[config.mk]
export PLATFORM = sky130hd
export DESIGN_NAME = port_bp_fifo
export DESIGN_NICKNAME = d
export VERILOG_FILES = /design/src/rtl/port_bp_fifo.sv
export SDC_FILE = /design/constraint.sdc
export NUM_CORES = 2
export LEC_CHECK = 0
export BUFFER_PORTS_ARGS = -buffer_cell sky130_fd_sc_hd__buf_2
export CORE_MARGIN = 4
export CORE_UTILIZATION = 45
export DETAILED_ROUTE_END_ITERATION = 8
export GPL_TIMING_DRIVEN = 0
export SLEW_MARGIN = 20
export SYNTH_ARGS = -nofsm -noshare
export SYNTH_HDL_FRONTEND = slang
export SYNTH_SLANG_ARGS = --single-unit
export TNS_END_PERCENT = 30
[constraint.sdc]
create_clock -name CLK -period 5.8 [get_ports CLK]
set_input_delay 0.58 -clock CLK [delete_from_list [all_inputs] [get_ports CLK]]
set_output_delay 0.58 -clock CLK [all_outputs]
set_load 0.05 [all_outputs]
[src/rtl/port_bp_fifo.sv]
`default_nettype none
// ============================================================================
// Module      : port_bp_fifo
// Description : Elastic buffer for one router port. Valid/backpressure
//               handshake on both sides, single clock. Registered output
//               stage, registered upstream backpressure with a free-word
//               margin (SLACK) so the sender may keep issuing words after
//               D_BP rises without loss.
//               Optional statistics outputs (LEVEL, OVERFLOW) are built when
//               the macro PORT_BP_FIFO_STAT_EN is defined.
// Revision    : 1.0 - initial release
// ============================================================================
module port_bp_fifo #(
    parameter int WIDTH     = 64,
    parameter int ADDR_BITS = 5,
    parameter int SLACK     = 6     // legal range 2 .. 2**ADDR_BITS-1
) (
    input  logic             CLK,
    input  logic             RST,
    input  logic [WIDTH-1:0] D,
    input  logic             D_VALID,
    output logic             D_BP,
    output logic [WIDTH-1:0] Q,
    output logic             Q_VALID,
    input  logic             Q_BP
`ifdef PORT_BP_FIFO_STAT_EN
    ,
    output logic [ADDR_BITS:0] LEVEL,
    output logic               OVERFLOW
`endif
);

    localparam int                 c_depth_int = 2 ** ADDR_BITS;
    localparam logic [ADDR_BITS:0] c_depth     = (ADDR_BITS+1)'(c_depth_int);
    localparam logic [ADDR_BITS:0] c_bp_thresh = (ADDR_BITS+1)'(c_depth_int - SLACK);
    localparam logic [ADDR_BITS:0] c_ptr_one   = (ADDR_BITS+1)'(1);
    localparam logic [ADDR_BITS:0] c_ptr_zero  = '0;

    // Storage; contents are never reset, the pointers define what is valid.
    logic [WIDTH-1:0]   r_mem [0:c_depth_int-1];

    // Pointers carry one extra bit so full and empty are distinguishable.
    logic [ADDR_BITS:0] r_wp;
    logic [ADDR_BITS:0] r_rp;

    logic [WIDTH-1:0]   r_q;
    logic               r_q_valid;
    logic               r_d_bp;

    logic [ADDR_BITS:0] w_count;
    logic [ADDR_BITS:0] w_count_next;
    logic               w_full;
    logic               w_empty;
    logic               w_wr;
    logic               w_issue;

    // Occupancy is the pointer distance; wrap of both pointers is natural.
    assign w_count = r_wp - r_rp;
    assign w_full  = (w_count == c_depth);
    assign w_empty = (w_count == c_ptr_zero);

    // Full is judged on the current count, so a same-cycle read never makes
    // room for a write. An empty FIFO never issues, so there is no bypass.
    assign w_wr    = D_VALID && !w_full;
    assign w_issue = !w_empty && !Q_BP;

    // Occupancy after this cycle's accepted write and issue.
    assign w_count_next = w_count
                        + {{ADDR_BITS{1'b0}}, w_wr}
                        - {{ADDR_BITS{1'b0}}, w_issue};

    // Write port into the storage array.
    always_ff @(posedge CLK) begin
        if (w_wr) begin
            r_mem[r_wp[ADDR_BITS-1:0]] <= D;
        end
    end

    // Pointer update; reset discards any stored words.
    always_ff @(posedge CLK) begin
        if (RST) begin
            r_wp <= c_ptr_zero;
            r_rp <= c_ptr_zero;
        end else begin
            if (w_wr) begin
                r_wp <= r_wp + c_ptr_one;
            end
            if (w_issue) begin
                r_rp <= r_rp + c_ptr_one;
            end
        end
    end

    // Registered output stage; Q holds its last value while idle.
    always_ff @(posedge CLK) begin
        if (RST) begin
            r_q       <= '0;
            r_q_valid <= 1'b0;
        end else begin
            r_q_valid <= w_issue;
            if (w_issue) begin
                r_q <= r_mem[r_rp[ADDR_BITS-1:0]];
            end
        end
    end

    // Upstream backpressure, registered from next-cycle occupancy.
    always_ff @(posedge CLK) begin
        if (RST) begin
            r_d_bp <= 1'b0;
        end else begin
            r_d_bp <= (w_count_next >= c_bp_thresh);
        end
    end

    assign Q       = r_q;
    assign Q_VALID = r_q_valid;
    assign D_BP    = r_d_bp;

`ifdef PORT_BP_FIFO_STAT_EN
    logic [ADDR_BITS:0] r_level;
    logic               r_overflow;

    // Registered fill level and sticky drop flag.
    always_ff @(posedge CLK) begin
        if (RST) begin
            r_level    <= c_ptr_zero;
            r_overflow <= 1'b0;
        end else begin
            r_level <= w_count_next;
            if (D_VALID && w_full) begin
                r_overflow <= 1'b1;
            end
        end
    end

    assign LEVEL    = r_level;
    assign OVERFLOW = r_overflow;
`endif

endmodule
`default_nettype wire
==> metrics.md <==
| Metric | Value |
|---|---|
| Status | complete, no violations |
| Initial antenna violation count | 10 |
| Total design power | 38,500 uW |
| Clk slew on worst S/H paths | 60 ps |
| Worst setup SP type | register |
| WL final | about 210,000 um |
| Max incr delay on CP | ~820 ps |
| Vias in the first global route | slightly above 40,000 |
| Die area | between 150,000 and 200,000 sq um |
| Mean cell area of the mapped netlist | between 20 and 25 sq um |
| Htree depth | 4 |
| Critical Path RT | approximately 6300 ps |
| Number of gates resized after CTS | 0 |
| Vias | 40,580 |
| Post-Layout Cell Count | 6,773 |
| Total grt overflow | 0 |
| Final period util | a little over nine tenths |
| Post-Synthesis Cells | about 3,800 |
| Synth Flop Type | edfxtp_1 |
| Tmin final | 5579 ps |
| Port bufs | about 130 |
| TritonCTS clock tree | done |
| Util after Layout | approximately 53% |
| Clock Path Buffers | 3 |
| Crit path capture type | register |
| Final hold violation count | 0 |
| Synth warnings | 0 |
| R2R Setup Slk | ~220 ps |
| Worst IR Drop VDD | 0.2810 mV |
| Share of layout cells above drive strength 1 | between 20% and 30% |
| Commonest non-fill, non-tap cell in the layout | edfxtp_1 |
| Die W | 430.4 um |
| Root Buffer | clkbuf_16 |
| # rows | 154 |
| Reg2reg end | r_mem[1][30] |
| Starting DRT DRC Count | around 4,800 |
| Die height | roughly 430 um |
| Hold depth | 2 |
| IO Pins | 134 |
| Worst path slowest cell | nor2_4 |
| Setup violators final | 0 |
| Largest net degree at the start of global routing | 33 |
| Worst skew pair latency | 860 ps |
| RSZ-0062 raised after global routing | no |
| Hold wc startpoint | RST |
| Initial Utilization | 45.40% |
| Final Skew | ~43 ps |
| Worst Setup SP | r_rp[4] |
| GRT Util Overall | 22.38% |
| Core ar. | ~180,000 sq um |
| DR pass1 iterations | 6 |
| Power density cells | approximately 410 nW/um^2 |
| P&R area growth vs syn | 16.59% |
| Async S/R FF share, synth | 0% |
| Distinct cells, synth | 57 |
| Slew headroom | 20.73% |
| Worst r2r path cells | 12 |
| Cell Area, Synth | between 80,000 and 90,000 sq um |
| Clock Sinks | ~2,100 |
| WL/cell | 30.78 um |
| Hold EP | r_rp[5] |
| Dpl hpwl | between 100,000 and 150,000 um |
| P_leak | between 0.02 and 0.03 uW |
| Fin nets | about 4,300 |
| Sequential fraction of the synthesis area | slightly below 80% |
| Most frequent cells in the layout | 2,048 x edfxtp_1, 349 x mux4_2, 327 x mux2i_1 |
| Critical Path Fanout Max | 19 |
| Placed insts | roughly 6,400 |
| Filler cells | between 10,000 and 15,000 |
| Startpoint of the worst register-to-register path | r_rp[4] |
| Net Count, Synth | roughly 3,900 |
| Critical path class | register to register |
| Post-synth EDFFs | 2,048 |
| Drt via density | 5.992 |
| First-pass GRT wire length | 298,700 um |
| Number of max-cap violations | 0 |
| Gp weighted congestion | around 0.75 |
| CTS buffer count | between 200 and 250 |
| WP data arrival | approximately 6000 ps |
| Slew Limit Fails | 0 |
| Post-DRT Antenna Nets | 0 |
| Seq cells post-synth | 2,126 |
| Residual DRC | 0 |
| Hold Path Class | input port to register |
| Worst-Margin Slew | roughly 1200 ps |
| CP Cell Sequence | buf_2 -> inv_2 -> clkbuf_2 -> ha_1 -> a21o_1 -> xnor2_1 -> ha_1 -> a41oi_1 -> nand2_1 -> nor2_4 -> buf_12 -> buf_12 |
| FMAX | about 180 MHz |
-- final cells by class --
class	instances	area (sq um)	share of cell area [%]
Antenna cell	4	10.01	0.01069
Buffer	205	1051	1.123
Clock buffer	293	5738	6.129
Clock inverter	105	855.8	0.9141
Inverter	21	78.83	0.08419
Multi-Input combinational cell	1413	16380	17.50
Sequential cell	2126	63060	67.35
Tap cell	2340	2928	3.127
Timing Repair Buffer	266	3522	3.762
-- registers in the layout, indices dropped and copies added (netlist names) --
register,count
Q_VALID,1
r_mem,2048
r_rp,6
Q,64
r_wp,6
D_BP,1
-- power by group --
part / switching [uW] / total [uW] / internal [uW]
clock: 5770 / 13000 / 7240
combinational: 4780 / 7850 / 3060
sequential: 285 / 17600 / 17400
total: 10800 / 38500 / 27700
-- synthesized netlist by cell type (3+ instances only) --
master,count,area [sq um]
a211oi_1,35,262.8
nand2_1,120,450.4
a221o_1,29,290.3
buf_1,13,48.80
buf_4,19,142.6
mux4_2,349,7860
a21oi_1,43,215.2
mux2i_1,327,3273
a22oi_1,126,945.9
ha_1,19,237.7
inv_2,3,11.26
xor2_1,5,43.79
buf_2,68,340.3
a21o_1,6,45.04
edfxtp_1,2048,61500
o22ai_1,63,394.1
a22o_1,56,490.5
o21ai_0,4,20.02
nor3_1,30,150.1
nor2_1,53,198.9
xnor2_1,9,78.83
dfxtp_1,78,1562
o221ai_1,35,306.5
buf_6,16,180.2
a32o_1,35,350.3
clkbuf_1,90,337.8
inv_1,17,63.81
nand3_1,33,165.2
-- timing repair --
item	in CTS	in global routing
setup buffers	5	0
endpoints found under the setup margin	613	0
hold buffers	0	0
-- per-stage QoR --
step,cell area [sq um],hold slack [ps],setup WS [ps],setup TNS [ps]
floorplan,80310,463.7,-311.7,-497270
global placement,83900,444.5,-6030,-
detailed placement,86970,456.9,-294.1,-41600
CTS,93610,31.14,295.9,0
global route,93620,78.62,13.42,0
finish,93630,121.8,221.0,0
-- routing by layer --
| metal | vias to the layer above | part of all wire [%] | track usage [%] |
|---|---|---|---|
| met5 | - | 0 | 0 |
| met4 | 0 | 2.7 | 6.498 |
| met3 | 343 | 6.9 | 3.659 |
| met2 | 1698 | 47 | 34.96 |
| met1 | 21700 | 43 | 32.81 |
| li1 | 16850 | - | - |
-- worst max path at each step --
stage,depth (start not counted),end,slack [ps]
floorplan,13,r_mem[31][0],-310
global placement,11,r_mem[11][4],-6030
detailed placement,13,r_mem[15][39],-290
CTS,12,r_mem[1][30],300
global route,15,r_mem[14][38],10
finish,12,r_mem[1][30],220
-- critical path, delay by kind of cell (launching register included) --
| kind | cells | cell delay (ps) |
|---|---|---|
| AOI/OAI and AO/OA | 2 | 940 |
| DFF | 1 | 300 |
| xor gates and xnor gates | 1 | 140 |
| buffers and inverters | 5 | 1660 |
| and+or+nand+nor | 2 | 1500 |
| adders and majority gates | 2 | 610 |
-- kinds of logic (layout without fill, tap and decap cells) --
family	count (synthesis)	count (layout)	share of synthesized area, %
AO/OA/AOI/OAI	445	445	4.277
XOR/XNOR	14	14	0.1527
adder cells (fa/ha/maj)	21	21	0.3459
buffers and inverters	227	890	1.405
flip-flops	2126	2126	78.52
multiplexers	677	677	13.88
other	0	4	0
AND/OR/NAND/NOR	256	256	1.418
(Power assumes the default switching activity.)
